[config.mk]
export PLATFORM = sky130hd
export DESIGN_NAME = digi_ota_array_flat
export DESIGN_NICKNAME = d
export VERILOG_FILES = /design/src/rtl/digi_ota_array_if.sv /design/src/rtl/digi_ota_array.sv /design/src/flat_wrapper.sv
export SDC_FILE = /design/constraint.sdc
export NUM_CORES = 1
export LEC_CHECK = 0
export CAP_MARGIN = 10
export CORE_ASPECT_RATIO = 0.9
export CORE_MARGIN = 2
export CORE_UTILIZATION = 45
export CTS_BUF_LIST = sky130_fd_sc_hd__clkbuf_16
export CTS_CLUSTER_DIAMETER = 50
export DETAILED_ROUTE_END_ITERATION = 10
export GPL_ROUTABILITY_DRIVEN = 1
export GPL_TIMING_DRIVEN = 0
export HOLD_SLACK_MARGIN = 0.1
export PLACE_DENSITY_LB_ADDON = 0.05
export RECOVER_POWER = 100
export SETUP_SLACK_MARGIN = 0.02
export SLEW_MARGIN = 10
export SYNTH_ARGS = -nofsm -noshare
export SYNTH_HDL_FRONTEND = slang
export SYNTH_SLANG_ARGS = --single-unit
export TNS_END_PERCENT = 100
[constraint.sdc]
create_clock -name clk -period 5 [get_ports clk]
set_input_delay 0.75 -clock clk [delete_from_list [all_inputs] [get_ports clk]]
set_output_delay 0.75 -clock clk [all_outputs]
set_load 0.05 [all_outputs]
[src/rtl/digi_ota_array_if.sv]
// Bus bundle for digi_ota_array: control, asynchronous comparator inputs
// and the registered per-channel pad drive outputs.
interface digi_ota_array_if #(
   parameter int NCH = 2
);
   logic           en;
   logic           mode;
   logic [NCH-1:0] clr;
   logic [NCH-1:0] vip;
   logic [NCH-1:0] vin;
   logic [NCH-1:0] out;
   logic [NCH-1:0] out_oe;
   logic [NCH-1:0] out_chg;

   modport master (
      output en, mode, clr, vip, vin,
      input  out, out_oe, out_chg
   );

   modport slave (
      input  en, mode, clr, vip, vin,
      output out, out_oe, out_chg
   );
endinterface

[src/rtl/digi_ota_array.sv]
// Multi-channel clocked digital OTA: per channel a 2-flop synchroniser feeding
// either a hold-on-tie comparator (DIRECT) or a saturating hysteretic integrator.
module digi_ota_array #(
   parameter int NCH   = 2,
   parameter int CNT_W = 4,
   parameter int HYST  = 2
) (
   input  logic            clk,
   input  logic            rst,
   digi_ota_array_if.slave bus
);

   localparam logic [CNT_W-1:0] MID    = CNT_W'(2 ** (CNT_W - 1));
   localparam logic [CNT_W-1:0] SET_TH = CNT_W'(2 ** (CNT_W - 1) + HYST);
   localparam logic [CNT_W-1:0] CLR_TH = CNT_W'(2 ** (CNT_W - 1) - HYST);

   logic [NCH-1:0]   vip_p0, vin_p0, vip_p1, vin_p1;
   logic [CNT_W-1:0] cnt_p2 [NCH];
   logic [CNT_W-1:0] cnt_nx [NCH];
   logic [NCH-1:0]   out_p2, out_nx;
   logic [NCH-1:0]   oe_p2, oe_nx;
   logic [NCH-1:0]   vld_p2, vld_nx;
   logic [NCH-1:0]   chg_p2;

   function automatic logic [CNT_W-1:0] sat_inc(input logic [CNT_W-1:0] c);
      return (c == {CNT_W{1'b1}}) ? c : c + CNT_W'(1);
   endfunction

   function automatic logic [CNT_W-1:0] sat_dec(input logic [CNT_W-1:0] c);
      return (c == '0) ? c : c - CNT_W'(1);
   endfunction

   // Stage p0/p1: synchroniser, free-running regardless of en
   always_ff @(posedge clk or posedge rst) begin
      if (rst) begin
         vip_p0 <= '0;
         vin_p0 <= '0;
         vip_p1 <= '0;
         vin_p1 <= '0;
      end else begin
         vip_p0 <= bus.vip;
         vin_p0 <= bus.vin;
         vip_p1 <= vip_p0;
         vin_p1 <= vin_p0;
      end
   end

   // Stage p2 next-state: priority clr > en=0 > mode logic
   always_comb begin
      logic             up, dn;
      logic [CNT_W-1:0] c;
      for (int i = 0; i < NCH; i++) begin
         up        = vip_p1[i] & ~vin_p1[i];
         dn        = ~vip_p1[i] & vin_p1[i];
         c         = cnt_p2[i];
         cnt_nx[i] = cnt_p2[i];
         out_nx[i] = out_p2[i];
         vld_nx[i] = vld_p2[i];
         oe_nx[i]  = 1'b0;
         if (bus.clr[i]) begin
            cnt_nx[i] = MID;
            out_nx[i] = 1'b0;
            vld_nx[i] = 1'b0;
         end else if (bus.en) begin
            if (!bus.mode) begin
               if (up)      out_nx[i] = 1'b1;
               else if (dn) out_nx[i] = 1'b0;
               oe_nx[i] = up | dn;
            end else begin
               if (up)      c = sat_inc(cnt_p2[i]);
               else if (dn) c = sat_dec(cnt_p2[i]);
               cnt_nx[i] = c;
               if (c >= SET_TH) begin
                  out_nx[i] = 1'b1;
                  vld_nx[i] = 1'b1;
               end else if (c <= CLR_TH) begin
                  out_nx[i] = 1'b0;
                  vld_nx[i] = 1'b1;
               end
               oe_nx[i] = vld_nx[i];
            end
         end
      end
   end

   always_ff @(posedge clk or posedge rst) begin
      if (rst) begin
         for (int i = 0; i < NCH; i++) cnt_p2[i] <= MID;
         out_p2 <= '0;
         oe_p2  <= '0;
         vld_p2 <= '0;
         chg_p2 <= '0;
      end else begin
         for (int i = 0; i < NCH; i++) cnt_p2[i] <= cnt_nx[i];
         out_p2 <= out_nx;
         oe_p2  <= oe_nx;
         vld_p2 <= vld_nx;
         chg_p2 <= out_nx ^ out_p2;
      end
   end

   assign bus.out     = out_p2;
   assign bus.out_oe  = oe_p2;
   assign bus.out_chg = chg_p2;

endmodule

[src/flat_wrapper.sv]
// flat-port wrapper written by rule: the top's interface ports become plain ports
module digi_ota_array_flat 
#(
   parameter int NCH   = 2,
   parameter int CNT_W = 4,
   parameter int HYST  = 2
)
  (clk, rst, bus_en, bus_mode, bus_clr, bus_vip, bus_vin, bus_out, bus_out_oe, bus_out_chg);
  digi_ota_array_if #(.NCH(NCH)) bus_i ();
  input  logic clk;
  input  logic rst;
  input wire logic [$bits(bus_i.en)-1:0] bus_en;
  input wire logic [$bits(bus_i.mode)-1:0] bus_mode;
  input wire logic [$bits(bus_i.clr)-1:0] bus_clr;
  input wire logic [$bits(bus_i.vip)-1:0] bus_vip;
  input wire logic [$bits(bus_i.vin)-1:0] bus_vin;
  output wire logic [$bits(bus_i.out)-1:0] bus_out;
  output wire logic [$bits(bus_i.out_oe)-1:0] bus_out_oe;
  output wire logic [$bits(bus_i.out_chg)-1:0] bus_out_chg;
  assign bus_i.en = bus_en;
  assign bus_i.mode = bus_mode;
  assign bus_i.clr = bus_clr;
  assign bus_i.vip = bus_vip;
  assign bus_i.vin = bus_vin;
  assign bus_out = bus_i.out;
  assign bus_out_oe = bus_i.out_oe;
  assign bus_out_chg = bus_i.out_chg;
  digi_ota_array #(.NCH(NCH), .CNT_W(CNT_W), .HYST(HYST)) u_core (.clk(clk), .rst(rst), .bus(bus_i));
endmodule
**Word-level counts from Yosys, hierarchy flattened**

Index checks and enable logic that the tools add are counted.

- Register bits: 24
- Input port bits: 10
- Output and inout bits: 6

- Add/sub/neg operators: 4
- Magnitude comparators: 4
- Equal/unequal tests: 2
- Multiplexer cells: 50
- Bitwise logic cells: 11
- Reduce and logical (&&, ||, !) cells: 8

Operator list:

| operator | number |
|---|---|
| 4-bit 2-to-1 mux | 20 |
| 1-bit 2-to-1 mux | 30 |
| 4-bit by 1-bit adder with 4-bit output, second input constant | 2 |
| 4-bit equality test, second input constant | 2 |
| 4-bit greater-or-equal comparator, second input constant | 2 |
| 4-bit by 3-bit <= comparator with 1-bit output, second input constant | 2 |
| 4-bit zero test | 2 |
| 2-bit nonzero test | 4 |
| 4-bit by 1-bit subtractor with 4-bit output, second input constant | 2 |
| 1-bit AND | 4 |
| 1-bit inverter | 4 |
| 2-bit AND reduction | 2 |
| 1-bit OR | 2 |
| 2-bit XOR | 1 |

**Longest topological paths before layout**

- Word-level depth: 14
- Mapped depth: 9
- Mapped depth without buffers: 8

**Least setup slack after synthesis**

No wires, ideal clock.

- Path type: flip-flop to flip-flop
- Start point: reg u_core.cnt_p2[4] (netlist bit)
- End point: reg u_core.chg_p2[0] (netlist: u_core.bus.out_chg[0])
- Setup time: 0.080 ns
- Arrival time: 2.168 ns
- Required time: 4.920 ns
- Path slack: 2.752 ns
- Stages on the path, launching flop included: 9
- Path buffers: 0
- Clock period less this slack: 2.248 ns
- Cells stage by stage: dfrtp_1 > inv_1 > ha_1 > or4b_1 > o2bb2ai_1 > a41o_1 > a211oi_2 > nor4_1 > a2bb2oi_1

- Longest elaborated chain between the ends: 14
- Elaborated cells on any way between the ends: 19
- Classes of those cells: add/sub: 2; order compare: 2; eq/ne: 1; mux: 12; bitwise: 1; reduce/logical: 1

RTL lines:

| what | RTL line | text |
|---|---|---|
| start, declared | digi_ota_array.sv:18 | `logic [CNT_W-1:0] cnt_p2 [NCH];` |
| 4-bit by 1-bit subtractor with 4-bit output / 4-bit zero test (equally long branches) | digi_ota_array.sv:30 | `return (c == '0) ? c : c - CNT_W'(1);` |
| 4-bit 2-to-1 mux | digi_ota_array.sv:30 |  |
| 4-bit 2-to-1 mux | digi_ota_array.sv:71 | `else if (dn) c = sat_dec(cnt_p2[i]);` |
| 4-bit 2-to-1 mux (*) | digi_ota_array.sv:70 | `if (up) c = sat_inc(cnt_p2[i]);` |
| 4-bit 2-to-1 mux (*) | digi_ota_array.sv:65 | `if (!bus.mode) begin` |
| 4-bit 2-to-1 mux (*) | digi_ota_array.sv:64 | `end else if (bus.en) begin` |
| 4-bit 2-to-1 mux (*) | digi_ota_array.sv:60 | `if (bus.clr[i]) begin` |
| 4-bit by 3-bit <= comparator with 1-bit output | digi_ota_array.sv:76 | `end else if (c <= CLR_TH) begin` |
| 1-bit 2-to-1 mux | digi_ota_array.sv:76 |  |
| 1-bit 2-to-1 mux (*) | digi_ota_array.sv:73 | `if (c >= SET_TH) begin` |
| 1-bit 2-to-1 mux (*) | digi_ota_array.sv:65 |  |
| 1-bit 2-to-1 mux (*) | digi_ota_array.sv:64 |  |
| 1-bit 2-to-1 mux (*) | digi_ota_array.sv:60 |  |
| 2-bit XOR (*) | digi_ota_array.sv:98 | `chg_p2 <= out_nx ^ out_p2;` |
| end signal, assigned | digi_ota_array.sv:98 |  |
| end, declared | digi_ota_array.sv:23 | `logic [NCH-1:0] chg_p2;` |

Every way passes the cells marked *; elsewhere a longest branch is shown, timed or not. The select of a mux whose other input is x is not followed.
A chain may end at the register's enable or synchronous reset.

**Worst setup path after layout**

Ends and elaborated chain as after synthesis.

==> tab_implementation.tex <==
\begin{tabular}{lr}
\hline
Metric & Value \\
\hline
\multicolumn{2}{l}{\textbf{STA}} \\
Final max-slew violation count & 0 \\
Layout Skew & 0.00373 ns \\
Setup repair after global routing missed its margin & no \\
Achievable Freq & 373 MHz \\
Smallest hold slack & 0.349 ns \\
Fin crit share & 53.6\% \\
Hold Violations, Final & 0 \\
Remaining max-slew budget at the tightest pin & about two fifths \\
Worst-margin pin slew & 0.899 ns \\
Sum of negative setup slack & 0 ns \\
Min cycle time layout & 2.68 ns \\
Setup violation total in the final timing report & 0 \\
\multicolumn{2}{l}{\textbf{GRT}} \\
Number of antenna violations at the first check in global routing & 0 \\
GRT overflow & 0 \\
Pin count of the biggest net entering global routing & 25 \\
Met3 capacity usage during global routing & 4.14\% \\
Overall global routing resource usage & 20.1\% \\
Via count of the first global-routing pass & 1264 \\
Wire length of the first global-routing pass & about 6000 microns \\
Busiest grt layer & met2 \\
Met2 GRT Util & just over 30\% \\
Met1 global-route usage & between 20\% and 30\% \\
\multicolumn{2}{l}{\textbf{Clock tree}} \\
Sinks on the clock net & 24 \\
PostCTS Resize Cnt & 0 \\
Clock root cell & clkbuf\_16 \\
Cts-stage hold buffer count & 0 \\
Number of buffers on the longest clock path & 2 \\
Worst skew pair latency & 0.26 ns \\
Post CTS Setup Buffer Count & 0 \\
CTS tree & built \\
Number of H-tree branching levels & 1 \\
Clock-pin slew on the worst setup and hold paths & around 0.06 ns \\
CTS buffer count & 3 \\
\multicolumn{2}{l}{\textbf{Synth}} \\
Net count after synthesis & about 190 \\
Commonest register cell after synthesis & dfrtp\_1 \\
Number of warnings printed during yosys synthesis & 0 \\
Total of flip-flops plus latches after synthesis & 24 \\
Unique cell type count in the Yosys netlist & 51 \\
Mean Syn Cell Area & roughly 9.2 sq um \\
Sequential element share of the synthesized area & 38.7\% \\
Fraction of synthesis flops using an asynchronous set or reset pin & 100\% \\
Count of flip-flops with a built-in enable after synthesis & 0 \\
Number of instances in the synthesized netlist & 169 \\
Total standard cell area after synthesis & between 0.0015 and 0.002 sq mm \\
\multicolumn{2}{l}{\textbf{Detailed routing}} \\
Detailed-route wire length per cell & 15.4 microns \\
Total detailed-routing wirelength & 3550 microns \\
Violation count after the first detailed-route iteration & 99 \\
Avg Vias per Cell & 5.77 \\
Antenna Violating Nets Remaining & 0 \\
Residual DRC & 0 \\
Total via count after detailed routing & approximately 1.3k \\
Length of the first detailed-routing pass in iterations & 4 \\
\multicolumn{2}{l}{\textbf{Placed design}} \\
HPWL Detailed & 2530 microns \\
Number of buffers added on ports & 14 \\
Global placement routability congestion & 0.825 \\
\multicolumn{2}{l}{\textbf{Cells and area}} \\
Fraction of final layout cells with drive strength greater than 1 & 10.7\% \\
Final net count & 206 \\
Post-Route Utilization & about 55\% \\
Most used cells in the layout excluding fill and tap cells & 22 x dfrtp\_1, 15 x nor2\_1, 14 x inv\_1 \\
Antenna Diode Count & 0 \\
Leading cell type in the layout, fill and taps excluded & dfrtp\_1 \\
Area grow syn2layout & 18.6\% \\
\multicolumn{2}{l}{\textbf{Floorplanning}} \\
Die outline width & 66.0 microns \\
Initial Utilization & 46.4\% \\
Number of rows in the core area & 20 \\
Area of the core & 0.00335 sq mm \\
IO Pins & 16 \\
Y dimension of the die & 59.8 microns \\
Area enclosed by the die boundary & 0.00395 sq mm \\
\multicolumn{2}{l}{\textbf{Pwr}} \\
Highest ir drop seen on vdd & 168 uV \\
Lkg Pwr & 0.810 nW \\
Cell area power density & 309 mW/mm\^{}2 \\
\multicolumn{2}{l}{\textbf{Setup path}} \\
Delay of the slowest cell on the worst path & between 0.5 and 0.6 ns \\
Logic depth of the worst register-to-register path & 8 \\
Slowest CP cell & or4b\_1 \\
Worst R2R Setup Slack & 2.32 ns \\
Required arrival time at the worst endpoint & 5.17 ns \\
Startpoint Class & flop \\
Arrival time of data at the critical path endpoint & 2.85 ns \\
Max FO, Critical Path & 8 \\
Type of the setup path with the least slack & flop to flop \\
Category of the worst setup path capture point & flop \\
Cell chain of the critical path & inv\_1 > ha\_1 > or4b\_1 > o2bb2ai\_1 > a41o\_1 > a211oi\_1 > nor4\_1 > a2bb2oi\_1 \\
\multicolumn{2}{l}{\textbf{Min path}} \\
Worst Hold Class & flop to flop \\
Hold path cells & 0 \\
\multicolumn{2}{l}{\textbf{Run}} \\
MaxCap Viol Count & 0 \\
\multicolumn{2}{l}{\textbf{Outcome}} \\
Status & finished, final reports clean \\
\hline
\end{tabular}
==> synth_stat cells (all sizes together), types with 2 or more instances <==
library cell | count | area, sq um
a211o | 3 | 26.3
nand2b | 4 | 25.0
xnor2 | 2 | 17.5
or2 | 3 | 18.8
ha | 8 | 100
inv | 14 | 52.6
a21oi | 13 | 65.1
and4b | 3 | 31.3
o21a | 2 | 15.0
nor3 | 2 | 10.0
or3 | 3 | 18.8
o21ai | 11 | 58.8
nand3 | 6 | 30.0
nor3b | 2 | 15.0
nand3b | 3 | 22.5
clkbuf | 5 | 22.5
nand2 | 10 | 37.5
a31oi | 3 | 18.8
a211oi | 5 | 47.5
dfstp | 2 | 52.6
nor4b | 3 | 32.5
o31a | 2 | 17.5
dfrtp | 22 | 551
nor2 | 15 | 56.3
buf | 3 | 15.0
==> critical path: cells and delay by family, from the launching register on <==
family	cells	cell delay (ns)
DFF	1	0.50
adders and majority gates	1	0.40
AOI/OAI and AO/OA	4	0.67
and+or+nand+nor	2	0.95
buffers and inverters	1	0.08
==> where the power goes <==
group	switching, mW	internal (mW)
Sequential	0.00921	0.208
Combinational	0.0763	0.0466
Clock	0.0706	0.159
Total	0.156	0.414
==> final cells by class <==
| class | instances | area, sq um |
|---|---|---|
| Multi-Input combinational cell | 123 | 853 |
| Tap cell | 44 | 55.1 |
| Sequential cell | 24 | 603 |
| Clock buffer | 3 | 75.1 |
| Fill cell | 315 | 1510 |
| Buffer | 8 | 37.5 |
| Timing Repair Buffer | 14 | 140 |
| Inverter | 14 | 52.6 |
| Clock inverter | 1 | 30.0 |
==> routing by layer <==
layer	vias to the layer above	part of all wire, %
met4	0	1.1
met3	5	4.5
li1	648	-
met2	39	45
met5	-	0
met1	642	49
==> path summary, 6_finish.rpt <==
| kind | endpoint | from |
|---|---|---|
| setup / recovery | u_core.bus.out_chg[0]$_DFF_PP0_ | u_core.cnt_p2[4]$_DFFE_PP0P_ |
| hold / removal | u_core.vin_p1[0]$_DFF_PP0_ | u_core.vin_p0[0]$_DFF_PP0_ |
| setup reg to reg | u_core.bus.out_chg[0]$_DFF_PP0_ | u_core.cnt_p2[4]$_DFFE_PP0P_ |
| hold reg to reg | u_core.vin_p1[0]$_DFF_PP0_ | u_core.vin_p0[0]$_DFF_PP0_ |
| max in group asynchronous | u_core.cnt_p2[5]$_DFFE_PP0P_ | rst |
| min in group asynchronous | u_core.bus.out_chg[0]$_DFF_PP0_ | rst |
==> kinds of logic (layout without fill, tap and decap cells) <==
group / after synthesis / count (layout) / synth area share (%)
buffers and inverters: 22 / 40 / 5.79
adder cells (fa/ha/maj): 8 / 8 / 6.43
AO/OA/AOI/OAI: 49 / 49 / 22.5
AND/OR/NAND/NOR: 62 / 62 / 23.3
multiplexers: 2 / 2 / 2.09
flip-flops: 24 / 24 / 38.7
XOR/XNOR: 2 / 2 / 1.13
==> through the flow <==
step / setup WS, ns / instance area (sq um) / power [mW] / instances
2_1_floorplan: 2.75 / 1560 / 0.309 / 169
3_3_place_gp: 2.32 / 1750 / 0.342 / 227
3_5_place_dp: 2.30 / 1750 / 0.347 / 227
4_1_cts: 2.34 / 1860 / 0.579 / 231
5_1_grt: 2.14 / 1850 / 0.596 / 231
6_report: 2.32 / 1850 / 0.570 / 231
==> registers in the layout, summed over array words and instances, names as in the netlist <==
register            flops
u_core.cnt_p2           8
u_core.bus.out          2
u_core.bus.out_chg      2
u_core.bus.out_oe       2
u_core.vin_p0           2
u_core.vin_p1           2
u_core.vip_p0           2
u_core.vip_p1           2
u_core.vld_p2           2
Note: power is estimated with default switching activity, not from simulation.
